`config.mk`:
```
export PLATFORM = sky130hd
export DESIGN_NAME = sys_array_ctrl
export DESIGN_NICKNAME = d
export VERILOG_FILES = /design/src/rtl/sys_ctrl_pkg.sv /design/src/rtl/sys_skew_sel.sv /design/src/rtl/sys_array_ctrl.sv
export SDC_FILE = /design/constraint.sdc
export NUM_CORES = 1
export LEC_CHECK = 0
export ABC_CLOCK_PERIOD_IN_PS = 2300
export CORE_MARGIN = 1.5
export CORE_UTILIZATION = 46
export CTS_CLUSTER_DIAMETER = 100
export DETAILED_ROUTE_END_ITERATION = 12
export PLACE_DENSITY = 0.84
export SKIP_LAST_GASP = 1
export SLEW_MARGIN = 10
export SYNTH_ARGS = -nofsm -noshare
export SYNTH_HDL_FRONTEND = slang
export SYNTH_HIERARCHICAL = 1
export SYNTH_SLANG_ARGS = --single-unit
```
`constraint.sdc`:
```
create_clock -name clk -period 2.3 [get_ports clk]
set_clock_uncertainty 0.15 [all_clocks]
set_input_delay 0.46 -clock clk [delete_from_list [all_inputs] [get_ports clk]]
set_output_delay 0.46 -clock clk [all_outputs]
set_load 0.03 [all_outputs]
```
`src/rtl/sys_ctrl_pkg.sv`:
```
// Shared constants and types for the 2x2 systolic-array sequencer.
// Element packing: [DATA_W-1:0] = (0,0), then (0,1), (1,0), (1,1).
package sys_ctrl_pkg;

  localparam int DATA_W_DEF = 16;
  localparam int N          = 2;
  localparam int FEED_STEPS = 3;
  localparam int N_ELEM     = N * N;

  localparam int IDX_00 = 0;
  localparam int IDX_01 = 1;
  localparam int IDX_10 = 2;
  localparam int IDX_11 = 3;

  typedef enum logic [2:0] {
    IDLE  = 3'd0,
    CLEAR = 3'd1,
    FEED  = 3'd2,
    DRAIN = 3'd3,
    DONE  = 3'd4
  } state_e;

endpackage

```
`src/rtl/sys_skew_sel.sv`:
```
// Picks the skewed operand wavefront {a1, a2, b1, b2} for one feed step.
// Purely combinational; any step outside 0..2 yields all zeros.
module sys_skew_sel
  import sys_ctrl_pkg::*;
#(
  parameter int DATA_W = DATA_W_DEF
) (
  input  logic [N_ELEM*DATA_W-1:0] a_mat_i,
  input  logic [N_ELEM*DATA_W-1:0] b_mat_i,
  input  logic [1:0]               step_i,
  output logic [DATA_W-1:0]        a1_o,
  output logic [DATA_W-1:0]        a2_o,
  output logic [DATA_W-1:0]        b1_o,
  output logic [DATA_W-1:0]        b2_o
);

  logic [DATA_W-1:0] a_el [N_ELEM];
  logic [DATA_W-1:0] b_el [N_ELEM];

  generate
    for (genvar gi = 0; gi < N_ELEM; gi++) begin : g_unpack
      assign a_el[gi] = a_mat_i[gi*DATA_W +: DATA_W];
      assign b_el[gi] = b_mat_i[gi*DATA_W +: DATA_W];
    end
  endgenerate

  // Row 1 / column 1 lag one step behind row 0 / column 0.
  always_comb begin
    a1_o = '0;
    a2_o = '0;
    b1_o = '0;
    b2_o = '0;
    case (step_i)
      2'd0: begin
        a1_o = a_el[IDX_00];
        b1_o = b_el[IDX_00];
      end
      2'd1: begin
        a1_o = a_el[IDX_01];
        b1_o = b_el[IDX_10];
        a2_o = a_el[IDX_10];
        b2_o = b_el[IDX_01];
      end
      2'd2: begin
        a2_o = a_el[IDX_11];
        b2_o = b_el[IDX_11];
      end
      default: ;
    endcase
  end

endmodule

```
`src/rtl/sys_array_ctrl.sv`:
```
// Job sequencer for the 2x2 output-stationary array: clear, skewed feed,
// drain, capture C and hand it off over a valid/ready result port.
module sys_array_ctrl
  import sys_ctrl_pkg::*;
#(
  parameter int DATA_W       = DATA_W_DEF,
  parameter int DRAIN_CYCLES = 2
) (
  input  logic                     clk,
  input  logic                     rst,
  input  logic                     start_valid,
  output logic                     start_ready,
  input  logic [N_ELEM*DATA_W-1:0] a_mat,
  input  logic [N_ELEM*DATA_W-1:0] b_mat,
  output logic                     arr_rst,
  output logic [DATA_W-1:0]        arr_a1,
  output logic [DATA_W-1:0]        arr_a2,
  output logic [DATA_W-1:0]        arr_b1,
  output logic [DATA_W-1:0]        arr_b2,
  input  logic [N_ELEM*DATA_W-1:0] arr_c,
  output logic                     res_valid,
  input  logic                     res_ready,
  output logic [N_ELEM*DATA_W-1:0] res_c,
  output logic                     busy,
  output logic [15:0]              jobs_done
);

  localparam int MAT_W = N_ELEM * DATA_W;
  localparam logic [1:0] LAST_STEP  = 2'(FEED_STEPS - 1);
  localparam logic [3:0] LAST_DRAIN = 4'(DRAIN_CYCLES - 1);

  state_e           state_q, state_d;
  logic [MAT_W-1:0] a_q, a_d;
  logic [MAT_W-1:0] b_q, b_d;
  logic [1:0]       step_q, step_d;
  logic [3:0]       drain_q, drain_d;
  logic             res_valid_q, res_valid_d;
  logic [MAT_W-1:0] res_c_q, res_c_d;
  logic [15:0]      jobs_q, jobs_d;

  logic              arr_rst_q, arr_rst_d;
  logic [DATA_W-1:0] arr_a1_q, arr_a1_d;
  logic [DATA_W-1:0] arr_a2_q, arr_a2_d;
  logic [DATA_W-1:0] arr_b1_q, arr_b1_d;
  logic [DATA_W-1:0] arr_b2_q, arr_b2_d;

  logic [DATA_W-1:0] sel_a1, sel_a2, sel_b1, sel_b2;
  logic              feed_next;

  always_comb begin
    state_d     = state_q;
    a_d         = a_q;
    b_d         = b_q;
    step_d      = step_q;
    drain_d     = drain_q;
    res_valid_d = res_valid_q;
    res_c_d     = res_c_q;
    jobs_d      = jobs_q;
    case (state_q)
      IDLE: begin
        if (start_valid) begin
          a_d     = a_mat;
          b_d     = b_mat;
          state_d = CLEAR;
        end
      end
      CLEAR: begin
        state_d = FEED;
        step_d  = 2'd0;
      end
      FEED: begin
        if (step_q == LAST_STEP) begin
          state_d = DRAIN;
          drain_d = 4'd0;
        end else begin
          step_d = step_q + 2'd1;
        end
      end
      DRAIN: begin
        if (drain_q == LAST_DRAIN) begin
          state_d     = DONE;
          res_valid_d = 1'b1;
          res_c_d     = arr_c;
        end else begin
          drain_d = drain_q + 4'd1;
        end
      end
      DONE: begin
        if (res_ready) begin
          state_d     = IDLE;
          res_valid_d = 1'b0;
          jobs_d      = jobs_q + 16'd1;
        end
      end
      default: state_d = IDLE;
    endcase
  end

  // Operands are registered from the next state so they line up with FEED cycles.
  sys_skew_sel #(
    .DATA_W (DATA_W)
  ) u_skew_sel (
    .a_mat_i (a_q),
    .b_mat_i (b_q),
    .step_i  (step_d),
    .a1_o    (sel_a1),
    .a2_o    (sel_a2),
    .b1_o    (sel_b1),
    .b2_o    (sel_b2)
  );

  always_comb begin
    feed_next = (state_d == FEED);
    arr_rst_d = (state_d == IDLE) || (state_d == CLEAR);
    arr_a1_d  = feed_next ? sel_a1 : '0;
    arr_a2_d  = feed_next ? sel_a2 : '0;
    arr_b1_d  = feed_next ? sel_b1 : '0;
    arr_b2_d  = feed_next ? sel_b2 : '0;
  end

  always_ff @(posedge clk) begin
    if (!rst) begin
      state_q     <= IDLE;
      a_q         <= '0;
      b_q         <= '0;
      step_q      <= 2'd0;
      drain_q     <= 4'd0;
      res_valid_q <= 1'b0;
      res_c_q     <= '0;
      jobs_q      <= 16'd0;
      arr_rst_q   <= 1'b1;
      arr_a1_q    <= '0;
      arr_a2_q    <= '0;
      arr_b1_q    <= '0;
      arr_b2_q    <= '0;
    end else begin
      state_q     <= state_d;
      a_q         <= a_d;
      b_q         <= b_d;
      step_q      <= step_d;
      drain_q     <= drain_d;
      res_valid_q <= res_valid_d;
      res_c_q     <= res_c_d;
      jobs_q      <= jobs_d;
      arr_rst_q   <= arr_rst_d;
      arr_a1_q    <= arr_a1_d;
      arr_a2_q    <= arr_a2_d;
      arr_b1_q    <= arr_b1_d;
      arr_b2_q    <= arr_b2_d;
    end
  end

  assign start_ready = (state_q == IDLE);
  assign busy        = (state_q != IDLE);
  assign arr_rst     = arr_rst_q;
  assign arr_a1      = arr_a1_q;
  assign arr_a2      = arr_a2_q;
  assign arr_b1      = arr_b1_q;
  assign arr_b2      = arr_b2_q;
  assign res_valid   = res_valid_q;
  assign res_c       = res_c_q;
  assign jobs_done   = jobs_q;

endmodule

```
* Word level (Yosys, flattened, before mapping)
Index checks and enable logic that the tools add are counted.
** Storage, ports and cells
- Flip-flop bits (word level) :: 283
- Bits of input ports :: 196
- Output and inout bits :: 148
- Logic and storage cells :: 60
** Operators by class
- Add/sub/neg operators :: 3
- Equal/unequal tests :: 14
- Mux-type cells :: 17
- Reductions and logical operators :: 13
** Operator list (number)
- 16-bit case mux with 2 select lines :: 4
- 16-bit by 1-bit adder with 16-bit output, second input constant :: 1
- 3-bit case mux with 5 select lines :: 1
- 3-bit 2-to-1 mux :: 4
- 3-bit by 2-bit equality test with 1-bit output, second input constant :: 3
- 4-bit 2-to-1 mux :: 2
- 2-bit != test, second input constant :: 4
- 4-bit case mux with 2 select lines :: 1
- 2-bit AND reduction :: 4
- 3-bit by 1-bit equality test with 1-bit output, second input constant :: 2
- 3-bit zero test :: 2
- 3-bit AND reduction :: 2
- 4-bit by 1-bit adder with 4-bit output, second input constant :: 1
- 2-bit equality test, second input constant :: 2
- 4-bit by 1-bit equality test with 1-bit output, second input constant :: 1
- 2-bit case mux with 2 select lines :: 1
- 2-bit nonzero test :: 2
- 3-bit equality test, second input constant :: 1
- 3-bit nonzero test :: 1
- 2-bit by 1-bit adder with 2-bit output, second input constant :: 1
- 2-bit by 1-bit equality test with 1-bit output, second input constant :: 1
- 2-bit zero test :: 1
- 1-bit 2-to-1 mux :: 2
- 2-bit 2-to-1 mux :: 1
- 2 further kinds :: 2

* Depth between registers and ports, before layout
Gate-level depths: netlist of run 1.
- Depth in word-level cells :: 5
- Mapped depth :: 12
- Depth with buffers taken out :: 10

* Hierarchy
Netlist of run 1, hierarchy kept.
** By module, submodules not included
- sys_array_ctrl :: times used 1, cells each 1121, area each 9649.3 sq um, sequential area each 5665.4 sq um
- sys_skew_sel :: times used 1, cells each 117, area each 904.6 sq um, sequential area each 0.0 sq um

* Least setup slack after synthesis of run 1
OpenSTA, ideal clock, no wires.
- Path kind :: flip-flop to flip-flop
- Start :: register step_q[1]
- End :: register arr_a2_q[10] (netlist: arr_a2[10])
- Library setup time :: 0.115 ns
- Data arrival time :: 1.751 ns
- Required time :: 2.035 ns
- Slack :: 0.284 ns
- Stages on the path, launching flop included :: 13
- Buffers on the path :: 2
- Period minus slack after synthesis :: 2.016 ns
- Cell sequence :: dfxtp_1 -> inv_1 -> ha_1 -> inv_1 -> o22ai_1 -> a22o_1 -> inv_1 -> ha_1 -> buf_6 -> buf_6 -> a22oi_1 -> nor2b_1 -> and2_1
** Between the ends
- Cells in the longest elaborated chain, start to end :: 5
- Elaborated cells between the ends (all ways) :: 11
- Those cells by class :: add/sub (1); eq/ne (4); mux (5); reduce/logical (1)
** Ends and longest elaborated chain
- from (decl) :: RTL line sys_array_ctrl.sv:35 : logic [1:0] step_q, step_d;
- from (signal assigned) :: RTL line sys_array_ctrl.sv:140 : step_q <= step_d;
- 2-bit by 1-bit adder with 2-bit output / 2-bit equality test (equally long branches) :: RTL line sys_array_ctrl.sv:76, sys_array_ctrl.sv:72
- 2-bit 2-to-1 mux :: RTL line sys_array_ctrl.sv:72 : if (step_q == LAST_STEP) begin
- 2-bit case mux with 2 select lines (*) :: RTL line sys_array_ctrl.sv:59 : case (state_q)
- net step_d[1] :: RTL line sys_array_ctrl.sv:35
- 2-bit equality test / 2-bit by 1-bit equality test with 1-bit output (equally long branches) :: RTL line sys_skew_sel.sv:33 : case (step_i)
- 16-bit case mux with 2 select lines (*) :: RTL line sys_skew_sel.sv:33
- net sel_a2[10] :: RTL line sys_array_ctrl.sv:47 : logic [DATA_W-1:0] sel_a1, sel_a2, sel_b1, sel_b2;
- to (signal assigned) :: RTL line sys_array_ctrl.sv:147 : arr_a2_q <= arr_a2_d;
- to (decl) :: RTL line sys_array_ctrl.sv:43 : logic [DATA_W-1:0] arr_a2_q, arr_a2_d;
The timed path passes the listed nets; every way through them passes the cells marked *.
A chain may end at the register's enable or synchronous reset.

* Worst setup path in the final report of run 1
- Start :: register state_q[1]
- End :: output port start_ready
** Between the ends
- Cells in the longest elaborated chain, start to end :: 1
** Ends and longest elaborated chain
- from (decl) :: RTL line sys_array_ctrl.sv:32 : state_e state_q, state_d;
- from (signal assigned) :: RTL line sys_array_ctrl.sv:137 : state_q <= state_d;
- 3-bit zero test :: RTL line sys_array_ctrl.sv:153 : assign start_ready = (state_q == IDLE);
- to (decl) :: RTL line sys_array_ctrl.sv:12 : output logic start_ready,
No other way between the ends.

==> impl_metrics.tcl, run 1 <==
set metrics [dict create \
    worstPathCellList "nor3_2 -> buf_4 -> dlygate4sd2_1" \
    grt_pass1_wl_um 46300 \
    routed_wl_um 30100 \
    clock-sinks 283 \
    vdd.ir_drop.worst_uv 555 \
    criticalPathCategory "reg2out" \
    drt_pass1_iterations 5 \
    cts_buffers 29 \
    drt_iter0_markers 364 \
    yosys.area.top_type "dfxtp_1" \
    ant_nets 0 \
    cp-end-kind "output pin" \
    nNetsFinal 1759 \
    whs_path_depth 2 \
    synth_top_area_frac 0.537 \
    critPathMaxStageDelay_ns 0.39 \
    maxSlewViolCount 0 \
    seqPwrFrac 0.457 \
    synth_edf_count 0 \
    tritoncts "yes" \
    syn_avg_cell_area_um2 8.52 \
    cts_root_buf "clkbuf_16" \
    ys_seq_elements 283 \
    ys_seq_area_frac 0.537 \
    ioPinCount 344 \
    violations "setup timing" \
    tightest_slew_ns 0.540 \
    drc 0 \
    globalplace.congestion 0.792 \
    post_drt_wl_per_cell_um 16.1 \
    overflow 0 \
    synth_ff_type "dfxtp_1" \
    intPower_mw 8.70 \
    status "finished, violations left" \
    rsz0062_at_grt "yes" \
    insertion_delay_ns 0.53 \
    syn_nets 1442 \
    p_switching_mw 2.61 \
    yosysWarnings 6 \
    num_rows 55 \
    setup_violations 1 \
    postCtsHoldBufs 0 \
    total_power_mw 11.3 \
    syn_inst 1238 \
    port_buffers 343 \
    seqCellArea_mm2 0.00567 \
    htreeDepth 1 \
    maxCapViolCount 0 \
    die_area_mm2 0.0239 \
    yosysUniqueCellTypes 42 \
    fin_ws_ns -0.00331 \
    clk_pin_slew_ns 0.06 \
    viasPerCell 5.16 \
    fin_cells 1866 \
    initial_core_util 0.468 \
    crit_required_ns 1.69 \
    switching_share 0.231 \
    dp.cells 1804 \
    drive_gt1_frac 0.0608 \
    synth_area_leaders "dfxtp_1, nand2_1, a21oi_1" \
    arrival_ns 1.69 \
    die_h_um 154 \
    core-area_mm2 0.0226 \
    grt_pass1_vias 9209 \
    grt_start_max_net_pins 80 \
    pwr-share-comb 0.115 \
    hold_violations 0 \
    synthArstFlopShare 0 \
    crit_path_max_fanout 6 \
    power_density_mw_per_mm2 737 \
    final_util 0.679 \
    hpwl_um 19800 \
    fillerInstances 1745 \
    clockBufferDepth 3 \
    cp-start-kind "flip-flop" \
    hp-class "reg2reg" \
    regToRegSetupSlack_ns 0.09 \
    vias 9631 \
    post-route-period-util 1.00 \
    antenna_found_initial 3 \
    pwr-share-clk 0.429 \
    grt_usage 0.238 \
    critPathSlowestCell "dlygate4sd2_1" \
    rr_worst_depth 10 \
    area_growth_pct 45.3 \
    mappedNetlistArea_mm2 0.0106 \
    maxSlewHeadroom 0.637 \
    max_freq_mhz 434 \
    multiInputGateArea_mm2 0.00435 \
    cellLeakagePower_nw 5.65 \
    fin_crit_ns 2.30 \
    dp_slack_ns 0.0831 \
    die_w_um 154 \
]
through the flow:
stage                     hold slack [ns]  cell area, um^2  setup TNS (ns)
final                               0.303            15300        -0.00331
after global routing                0.314            15300          -0.420
after CTS                           0.296            15200         -0.0815
after detailed placement            0.296            14200               0
after global placement              0.290            14200               0
after floorplan                     0.284            10600               0
metal layers:
metal / wire, um / GRT usage
met5: 0 / 0
met4: 1050 / 0.0907
met3: 2500 / 0.0653
met2: 14900 / 0.421
met1: 11600 / 0.275
cell usage in the layout, fill, tap and decap left out, types with 3 or more instances in the layout:
cell / n
a21oi_1: 203
a22o_1: 34
a22oi_1: 32
and2_1: 70
buf_12: 13
buf_4: 17
bufinv_16: 4
clkbuf_1: 9
clkbuf_16: 31
clkbuf_8: 6
clkdlybuf4s50_1: 332
clkinv_2: 4
dfxtp_1: 283
diode_2: 3
dlygate4sd2_1: 6
dlymetal6s2s_1: 4
ha_1: 7
inv_1: 11
mux2i_1: 3
nand2_1: 390
nand3_1: 7
nor2_1: 16
nor2b_1: 32
nor4_1: 3
o21ai_0: 8
or3_1: 6
xnor2_1: 6
xor2_1: 3
cell type report:
class | count | share of cell area
clock buffer | 44 | 0.0549
timing repair buffer | 378 | 0.255
sequential | 283 | 0.369
tap | 285 | 0.0233
multi-input combinational | 851 | 0.284
inverter | 12 | 0.00326
antenna | 3 | 0.000490
clock inverter | 10 | 0.0103
sequential cells by signal (all words and copies together), names as in the netlist:
| name | flops |
|---|---|
| arr_b1 | 16 |
| b_q | 64 |
| arr_a1 | 16 |
| step_q | 2 |
| arr_a2 | 16 |
| state_q | 3 |
| res_valid | 1 |
| arr_b2 | 16 |
| drain_q | 4 |
| jobs_done | 16 |
| res_c | 64 |
| a_q | 64 |
| arr_rst | 1 |
cell usage after synthesis, drive strengths merged (7+ instances only):
cell and n:
a21oi 203, or3 7, a22o 34, o21ai 8
nand3 7, nand2 391, and2 71, clkbuf 51
nor2 16, buf 41, nor2b 32, ha 8
a22oi 32, dfxtp 283, inv 12
cells by family after synthesis:
kind of cell    synth area share
simple gates               0.235
flops                      0.537
compound gates             0.154
buf+inv                   0.0547
xor+xnor                 0.00747
fa+ha+maj                0.00948
mux                      0.00285
power by group through the flow:
stage	registers, mW	logic (mW)	clock network (mW)
3_5_place_dp	5.27	1.24	0
6_report	5.16	1.30	4.85
3_3_place_gp	5.26	1.23	0
5_1_grt	5.18	1.40	5.13
4_1_cts	5.16	1.25	4.93
2_1_floorplan	5.28	0.628	0
path summary, 6_finish.rpt:
path / endpoint / startpoint
max: start_ready / state_q[1]
min: res_c[16] / res_c[16]
max reg2reg: arr_a2[0] / step_q[1]
min reg2reg: res_c[16] / res_c[16]
critical path: cells and delay by family, from the launching register on:
kind          cells  cell delay (ns)
buf+inv           2             0.54
flops             1             0.38
simple gates      1             0.25
what timing repair did:
action / CTS / global route
cloned: 0 / 2
gates resized for setup: 7 / 12
setup endpoints to repair: 7 / 32
pin swaps: 0 / 3
buffers inserted: 0 / 3
(Power assumes the default switching activity.)
==> run 2, diff against run 1 <==
CORE_ASPECT_RATIO = 0.7   (was default)
CORE_MARGIN = 3   (was 1.5)
==> run 2 against run 1 <==
Against the previous run:
- the flow now finishes without violations
- final cell count increased by 0.16%
- sequential share of layout area rose by 0.47 points
- clock power fell by 12%
- maximum frequency rose by 2.4%
- die area rose by 4.0%
- sequential cell count unchanged
- clock-buffer cell count is 3 lower
- highest routed layer is now met5
==> impl_metrics.tcl, run 2 (same netlist as run 1, synthesis figures left out) <==
set metrics [dict create \
    status "completed" \
    critPathMaxStageDelay_ns 0.73 \
    ioPinCount 344 \
    grt_usage 0.225 \
    maxSlewViolCount 0 \
    clock-sinks 283 \
    maxSlewHeadroom 0.646 \
    final_common_cell "nand2_1" \
    cp-end-kind "output pin" \
    hpwl_um 20100 \
    post_drt_wl_per_cell_um 16.1 \
    critPathTopFamily "buffers and inverters" \
    clk_pin_slew_ns 0.06 \
    vdd.ir_drop.worst_uv 554 \
    pwr-share-comb 0.119 \
    fin_area_mm2 0.0152 \
    cts_root_buf "clkbuf_16" \
    n_antenna_cell 0 \
    crit_path_max_fanout 3 \
    fin_cells 1869 \
    dpl_cell_area_mm2 0.0142 \
    post-route-period-util 0.978 \
    crit_required_ns 1.69 \
    ant_nets 0 \
    dp.cells 1819 \
    globalplace.congestion 0.820 \
    clockBufferDepth 3 \
    fin_ws_ns 0.0514 \
    die_area_mm2 0.0248 \
    cts_buffers 26 \
    maxCapViolCount 0 \
    insertion_delay_ns 0.53 \
    grt_start_max_net_pins 109 \
    core-area_mm2 0.0221 \
    r2r_start "step_q[0]" \
    pwr-share-clk 0.399 \
    regToRegSetupSlack_ns 0.11 \
    setup_violations 0 \
    crit_buf_inv 1 \
    postCtsHoldBufs 0 \
    worstHoldEndpoint "res_c[36]" \
    mostFrequentLayoutCells "nand2_1, clkdlybuf4s50_1, dfxtp_1" \
    seqPwrFrac 0.482 \
    fin_crit_ns 2.25 \
    initial_core_util 0.477 \
    viasPerCell 5.15 \
    whs_path_depth 2 \
    dp_slack_ns 0.110 \
    grt_pass1_wl_um 46500 \
    num_rows 45 \
    critPathSlowestCell "clkdlybuf4s50_1" \
    die_h_um 133 \
    drc 0 \
    arrival_ns 1.64 \
    hp-class "reg2reg" \
    drt_iter0_markers 687 \
    drt_pass1_iterations 5 \
    cellLeakagePower_nw 5.60 \
    cp-start-kind "flip-flop" \
    grt_pass1_vias 9024 \
    p_switching_mw 2.54 \
    tritoncts "yes" \
    criticalPathCategory "reg2out" \
    vias 9634 \
    power_density_mw_per_mm2 707 \
    die_w_um 187 \
    hp-start "res_c[36]" \
    nNetsFinal 1749 \
    antenna_found_initial 1 \
    routed_wl_um 30000 \
    rsz0062_at_grt "no" \
    tns_ns 0 \
    htreeDepth 1 \
    hold_violations 0 \
    worstPathCellList "clkdlybuf4s50_1" \
    tightest_slew_ns 0.527 \
    intPower_mw 8.17 \
    switching_share 0.237 \
    max_freq_mhz 445 \
    worst_r2r_endpoint "arr_b2[3]" \
    area_growth_pct 43.6 \
    drive_gt1_frac 0.0569 \
    rr_worst_depth 10 \
    overflow 0 \
    critical_path.startpoint "jobs_done[6]" \
    port_buffers 343 \
]
==> run 2: how the worst max path moves through the flow <==
| stage | to | slack [ns] | cells past startpoint |
|---|---|---|---|
| 6_report | jobs_done[6] | 0.05 | 1 |
| 2_1_floorplan | arr_a2[10] | 0.28 | 12 |
| 5_1_grt | jobs_done[6] | 0.006 | 1 |
| 3_5_place_dp | arr_a2[1] | 0.11 | 9 |
| 4_1_cts | busy | 0.006 | 4 |
| 3_3_place_gp | jobs_done[15] | 0.14 | 5 |
==> run 2: per-stage QoR <==
stage                     hold slack (ns)  total power, mW   util
after CTS                           0.303             10.7  0.680
final                               0.305             10.7  0.685
after global routing                0.313             11.1  0.685
after global placement              0.291             6.47  0.642
after detailed placement            0.297             6.49  0.642
after floorplan                     0.284             5.90      -
==> run 2: cell type report <==
type | instances | area, um^2
fill | 1677 | 6980
multi-input combinational | 851 | 4360
clock buffer | 41 | 787
clock inverter | 6 | 66.3
timing repair buffer | 371 | 3840
tap | 305 | 382
sequential | 283 | 5670
inverter | 12 | 50.0
==> run 2: power groups by stage <==
stage          Clock, mW  Combinational, mW  Sequential [mW]
3_5_place_dp           0               1.22             5.27
5_1_grt             4.53               1.38             5.18
4_1_cts             4.34               1.23             5.16
2_1_floorplan          0              0.628             5.28
3_3_place_gp           0               1.20             5.26
6_report            4.27               1.28             5.17
==> run 2: timing repair <==
item                                    in CTS  in global routing
pin swaps                                    0                  2
gates resized for setup                      7                 17
hold endpoints to repair                     0                  0
gates cloned                                 0                  2
endpoints found under the setup margin       5                 73
setup buffers                                0                  1
==> run 2: per-layer routing <==
metal	up-vias	wire, um	global-route usage
met1	4505	12400	0.285
met4	2	645	0.0554
met2	398	14400	0.385
li1	4675	-	-
met3	54	2590	0.0596
met5	-	13	0
